$ cat src/rtl/comparator_serial_n_bit.sv
// Bit-serial WIDTH-bit magnitude comparator: operands arrive MSB first, one pair
// per valid/ready transfer, and a registered one-hot e/g/l result is strobed by done.
module comparator_serial_n_bit #(
  parameter int WIDTH = 8
) (
  input  logic clk,
  input  logic rst_n,
  input  logic start,
  input  logic a_bit,
  input  logic b_bit,
  input  logic bit_valid,
  output logic bit_ready,
  output logic busy,
  output logic done,
  output logic e,
  output logic g,
  output logic l
);

  // A one-bit counter is still needed when WIDTH is 1.
  localparam int CNT_W = (WIDTH > 1) ? $clog2(WIDTH) : 1;
  localparam logic [CNT_W-1:0] LAST_CNT = CNT_W'(WIDTH - 1);

  typedef enum logic [1:0] {
    S_IDLE  = 2'd0,
    S_SHIFT = 2'd1,
    S_DONE  = 2'd2
  } state_e;

  state_e           state_q;
  logic [CNT_W-1:0] cnt_q;
  logic             decided_q;
  logic             gt_q;
  logic             lt_q;
  logic             e_q;
  logic             g_q;
  logic             l_q;

  logic             accept;
  logic             last_pair;
  logic             decided_d;
  logic             gt_d;
  logic             lt_d;

  // Handshake outputs decode from state alone, so no input reaches an output
  // combinationally.
  assign bit_ready = (state_q == S_SHIFT);
  assign busy      = (state_q != S_IDLE);
  assign done      = (state_q == S_DONE);
  assign e         = e_q;
  assign g         = g_q;
  assign l         = l_q;

  assign accept    = bit_valid & bit_ready;
  assign last_pair = (cnt_q == LAST_CNT);

  // The first differing pair from the MSB fixes gt/lt; later pairs are only counted.
  always_comb begin
    // NOTE: every always_comb output gets a default first so no path can leave it
    // unassigned and infer a latch.
    decided_d = decided_q;
    gt_d      = gt_q;
    lt_d      = lt_q;
    if (accept && !decided_q && (a_bit != b_bit)) begin
      decided_d = 1'b1;
      gt_d      = a_bit & ~b_bit;
      lt_d      = ~a_bit & b_bit;
    end
  end

  // NOTE: sequential state uses non-blocking assignments so every register samples
  // pre-edge values regardless of statement order.
  always_ff @(posedge clk or negedge rst_n) begin
    if (!rst_n) begin
      state_q   <= S_IDLE;
      cnt_q     <= '0;
      decided_q <= 1'b0;
      gt_q      <= 1'b0;
      lt_q      <= 1'b0;
      e_q       <= 1'b0;
      g_q       <= 1'b0;
      l_q       <= 1'b0;
    end else begin
      unique case (state_q)
        S_IDLE: begin
          if (start) begin
            state_q   <= S_SHIFT;
            cnt_q     <= '0;
            decided_q <= 1'b0;
            gt_q      <= 1'b0;
            lt_q      <= 1'b0;
            e_q       <= 1'b0;
            g_q       <= 1'b0;
            l_q       <= 1'b0;
          end
        end
        S_SHIFT: begin
          if (accept) begin
            cnt_q     <= cnt_q + CNT_W'(1);
            decided_q <= decided_d;
            gt_q      <= gt_d;
            lt_q      <= lt_d;
            if (last_pair) begin
              // Result is loaded on the way into DONE so it is valid alongside done.
              state_q <= S_DONE;
              e_q     <= ~(gt_d | lt_d);
              g_q     <= gt_d;
              l_q     <= lt_d;
            end
          end
        end
        S_DONE: begin
          state_q <= S_IDLE;
        end
        default: begin
          state_q <= S_IDLE;
        end
      endcase
    end
  end

endmodule

$ cat config.mk
export PLATFORM = sky130hd
export DESIGN_NAME = comparator_serial_n_bit
export DESIGN_NICKNAME = d
export VERILOG_FILES = /design/src/rtl/comparator_serial_n_bit.sv
export SDC_FILE = /design/constraint.sdc
export NUM_CORES = 1
export LEC_CHECK = 0
export ABC_AREA = 0
export CORE_MARGIN = 1.5
export CORE_UTILIZATION = 25
export DETAILED_ROUTE_END_ITERATION = 12
export GPL_ROUTABILITY_DRIVEN = 1
export PLACE_DENSITY = 0.47
export SLEW_MARGIN = 30
export SYNTH_ARGS = -nofsm -noshare
export SYNTH_HDL_FRONTEND = slang
export SYNTH_SLANG_ARGS = --single-unit
$ cat constraint.sdc
create_clock -name clk -period 1.9 [get_ports clk]
set_input_delay 0.57 -clock clk [delete_from_list [all_inputs] [get_ports clk]]
set_output_delay 0.57 -clock clk [all_outputs]
set_load 0.01 [all_outputs]
# Word level (Yosys, flattened, before mapping)

Index checks and enable logic that the tools add are counted.

Bits in registers: 11
Bits of input ports: 6
Output and inout port bits: 6
Word-level logic and storage cells: 60

$add $sub $neg: 1
Equal/unequal tests: 8
Multiplexer cells: 26
Bitwise gates (word level): 7
Reduce and logical (&&, ||, !) cells: 10

Operators by type and width:

| operator                                              | number |
|---|---|
| 2-to-1 mux 1 bit                                      | 13 |
| one-hot mux 1 bit (2 select lines)                    | 6 |
| AND reduction 4 bit                                   | 2 |
| 2-to-1 mux 2 bit                                      | 3 |
| 2-to-1 mux 3 bit                                      | 2 |
| inequality test 2 x 1 -> 1 bit, second input constant | 3 |
| one-hot mux 3 bit (2 select lines)                    | 1 |
| AND reduction 3 bit                                   | 2 |
| one-hot mux 2 bit (2 select lines)                    | 1 |
| nonzero test 2 bit                                    | 2 |
| adder 3 x 1 -> 3 bit, second input constant           | 1 |
| bitwise AND 1 bit                                     | 3 |
| equality test 3 bit, second input constant            | 1 |
| NOT 1 bit                                             | 3 |
| equality test 2 x 1 -> 1 bit, second input constant   | 1 |
| equality test 2 bit, second input constant            | 1 |
| logical AND 1 bit                                     | 2 |
| logical NOT 2 bit                                     | 1 |
| inequality test 2 bit, second input constant          | 1 |
| logical NOT 1 bit                                     | 1 |
| inequality test 1 bit                                 | 1 |
| OR 1 bit                                              | 1 |

# Longest topological paths before layout

Gate-level depths: netlist of run 1.

Word-level depth: 10
Gate-level depth with buffers: 6
Mapped depth without buffers: 5

# Least setup slack after synthesis of run 1

No wires, ideal clock.

Kind: input port to flip-flop
Start: input port a_bit
End: register gt_q
Library setup time: 0.121 ns
Arrival time: 1.360 ns
Data required time: 1.779 ns
Path slack: 0.419 ns
Stages on the path: 5
Buffers on the path: 0
Cell sequence: inv_1 -> ha_1 -> nor2_1 -> o211ai_1 -> a22o_1

Longest elaborated chain between the ends: 5
Elaborated cells between the ends (all ways): 6
Classes of those cells: 1 x eq/ne; 3 x mux; 1 x bitwise; 1 x reduce/logical

Ends and longest elaborated chain:

| item                                   | line | source |
|---|---|---|
| start: declaration                     | 9    | `input logic a_bit,` |
| inequality test 1 bit                  | 64   | `if (accept && !decided_q && (a_bit != b_bit)) begin` |
| logical AND 1 bit                      | 64   |  |
| 2-to-1 mux 1 bit (*)                   | 64   |  |
| 2-to-1 mux 1 bit (*)                   | 98   | `if (accept) begin` |
| one-hot mux 1 bit (2 select lines) (*) | 84   | `unique case (state_q)` |
| end signal: assignment                 | 101  | `gt_q <= gt_d;` |
| end: declaration                       | 33   | `logic gt_q;` |

Every way passes the cells marked *; elsewhere a longest branch is shown, timed or not. The select of a mux whose other input is x is not followed.
A chain may end at the register's enable or synchronous reset.

# Worst setup path after layout of run 1

Start: register state_q[1]
End: output port busy

Longest elaborated chain between the ends: 1

Ends and longest elaborated chain:

| item                     | line | source |
|---|---|---|
| start: declaration       | 30   | `state_e state_q;` |
| start signal: assignment | 75   | `state_q <= S_IDLE;` |
| start signal: assignment | 87   | `state_q <= S_SHIFT;` |
| start signal: assignment | 105  | `state_q <= S_DONE;` |
| nonzero test 2 bit       | 48   | `assign busy = (state_q != S_IDLE);` |
| end: declaration         | 13   | `output logic busy,` |

No other way between the ends.

==> results of run 1 <==
kinds of logic after synthesis:
group                      Yosys count  synth area share (%)
buffers and inverters               11                  7.97
AOI/OAI and AO/OA                   14                  18.3
muxes                                1                  2.39
and+or+nand+nor                     22                  19.5
DFF                                 11                  43.8
adders and majority gates            4                  7.97
stage by stage:
| step | setup slack (ps) | TNS (ps) |
|---|---|---|
| floorplan | 419 | 0 |
| global placement | -207 | -758 |
| detailed placement | -177 | -632 |
| CTS | 64.9 | 0 |
| global route | 23.7 | 0 |
| finish | 78.8 | 0 |
area by class of cell:
type	count	area [um^2]
clock buffers	4	26.3
well taps	28	35.0
repair buffers	16	144
fillers	249	1480
inverters	9	33.8
multi-input cells	41	305
flip-flops and latches	11	275
what timing repair did:
item | 4_1_cts | 5_1_grt
hold buffers | 0 | 0
pin swaps | 0 | 0
gates resized for setup | 3 | 1
setup buffers | 2 | 0
endpoints found under the setup margin | 3 | 1
power groups by stage:
| stage | sequential (mW) | combinational, mW | clock (mW) |
|---|---|---|---|
| after floorplan | 0.389 | 0.286 | 0 |
| after global placement | 0.393 | 0.452 | 0 |
| after detailed placement | 0.394 | 0.455 | 0 |
| after CTS | 0.384 | 0.461 | 0.169 |
| after global routing | 0.395 | 0.509 | 0.180 |
| final | 0.384 | 0.458 | 0.160 |
worst paths after layout:
check | start | end | depth (start not counted)
worst min register to register | cnt_q[0] | cnt_q[0] | 1
worst max register to register | cnt_q[0] | l | 5
worst max-delay path | state_q[1] | busy | 2
min in group asynchronous | rst_n | cnt_q[1] | 1
worst min-delay path | cnt_q[0] | cnt_q[0] | 1
max in group asynchronous | rst_n | e | 1
worst reg2reg max path: stages (launching register included):
cell and delay (ps):
dfrtp_1 410, ha_1 210, ha_1 210, and4b_1 270, o311ai_1 120, o221ai_1 150
metal layers:
| metal | track usage [%] | vias up |
|---|---|---|
| met5 | 0 | - |
| met4 | 5.13 | 0 |
| met3 | 5.08 | 0 |
| met2 | 18.1 | 12 |
| met1 | 14.3 | 227 |
| li1 | - | 261 |
registers in the layout, summed over array words and instances, names as in the netlist:
register / flops
l: 1
cnt_q: 3
lt_q: 1
decided_q: 1
gt_q: 1
e: 1
g: 1
state_q: 2
placed cells by master, fill, tap and decap left out, types with 2 or more instances in the layout:
master	count
clkdlybuf4s50_1	8
buf_4	5
nor2_1	4
clkbuf_4	3
dfrtp_1	11
nand4_1	2
inv_1	9
dlygate4sd2_1	3
o311ai_1	2
o21ai_2	2
ha_1	4
o221ai_1	3
nand2_1	6
a22o_1	2
==> flow_metrics.tcl, run 1 <==
set metrics [dict create \
    status "completed" \
    hold_violations 0 \
    die_h_um 53.1 \
    final_area_um2 820 \
    ys_ff_latch 11 \
    grt_max_degree 12 \
    ios 12 \
    hold_class "flip-flop to flip-flop" \
    yosysWarnings 0 \
    clock_path_buffers 2 \
    wl_met1_um 605 \
    yosysMostFrequentCell "dfrtp_1" \
    insertion_delay_ps 270 \
    grt_pass1_wl_um 2270 \
    htree_levels 1 \
    rows 17 \
    drt_iter0_drc 12 \
    synthArstFlopShare_pct 100 \
    crit_family "flip-flops" \
    die_w_um 53.1 \
    root_buffer "clkbuf_4" \
    syn_area_um2 628 \
    endpoint_kind "output pin" \
    wire_per_inst_um 11.7 \
    power_density_nw_per_um2 1220 \
    criticalPathCategory "flip-flop to output pin" \
    synth_edf_count 0 \
    postRouteWirelength_um 1270 \
    p_switching_mw 0.357 \
    antenna_found_initial 0 \
    clock_skew_ps 1.13 \
    reg2reg_slack_ps 400 \
    p_clk_share_pct 16.0 \
    pwr-share-seq_pct 38.3 \
    drtPass1Iterations 4 \
    fin_cells 109 \
    seq_area_frac_synth_pct 43.8 \
    period_share_pct 95.9 \
    yosys.area.top_type_share_pct 43.8 \
    syn_area_per_cell_um2 9.97 \
    critPathMaxStageDelay_ps 410 \
    power.share.combinational_pct 45.7 \
    rsz0062_at_grt "false" \
    via_per_inst 4.59 \
    cts_sinks 11 \
    cp-start-kind "flip-flop" \
    cts_tree "done" \
    swShare_pct 35.6 \
    cp_num_buf_inv 1 \
    vias 500 \
    first_global_vias 502 \
    ys_top_cells_by_count "dfrtp_1 (11), inv_1 (9), nand2_1 (6)" \
    yosys_most_used_dff "dfrtp_1" \
    detailed_place_hpwl_um 1030 \
    peakVddDrop_v 0.000382 \
    syn-num-nets 73 \
    die-area_um2 2820 \
    cpMaxStageDelayCell "dfrtp_1" \
    drive_gt1_share_pct 19.8 \
    path_cells "or2_2 > dlygate4sd2_1" \
    cp.arrival_ps 1250 \
    max-slew-margin-rel_pct 66.9 \
    postPlaceCellArea_um2 779 \
    wl_met2_um 603 \
    crit_fanout 4 \
    dpl.cell_count 103 \
    grt.overflow.total 0 \
    post-route-util_pct 35.7 \
    timing.hold.ws_ps 487 \
    worst_pin_slew_ps 495 \
    clock.fmax_mhz 549 \
    final_net_count 92 \
    area_delta_synth_final_pct 30.5 \
    path_clk_slew_ps 70 \
    postRouteAntennaNets 0 \
    finalSetupViolCount 0 \
    min_period_ps 1820 \
    synth_cell_types 27 \
    worstPathRequired_ps 1330 \
    finalPower_mw 1.00 \
    yosys.area.top_type "dfrtp_1" \
    portBuffers 11 \
    p_leak_nw 0.365 \
    drcViolationCount 0 \
    max_cap_viol_count 0 \
    core_um2 2300 \
    route.top_layer_used "met3" \
    final_max_slew_viol_count 0 \
    dr_wl_met3_um 65 \
    p_int_mw 0.645 \
    synth_area_leaders "dfrtp_1 (44%), ha_1 (8.0%), inv_1 (5.4%), o221ai_1 (4.2%), nand2_1 (3.6%)" \
    netlist_instances 63 \
    grt_usage_pct 11.8 \
    num_antenna_cells 0 \
    start_util_pct 27.3 \
    gp_congestion 0.720 \
    cts_buffers 3 \
]
Note: power is estimated with default switching activity, not from simulation.
==> run 2: changes to the inputs <==
ABC_AREA = default   (was 0)
==> results of run 2 <==
Final layout, timing and power as in run 1 (identical DEF).
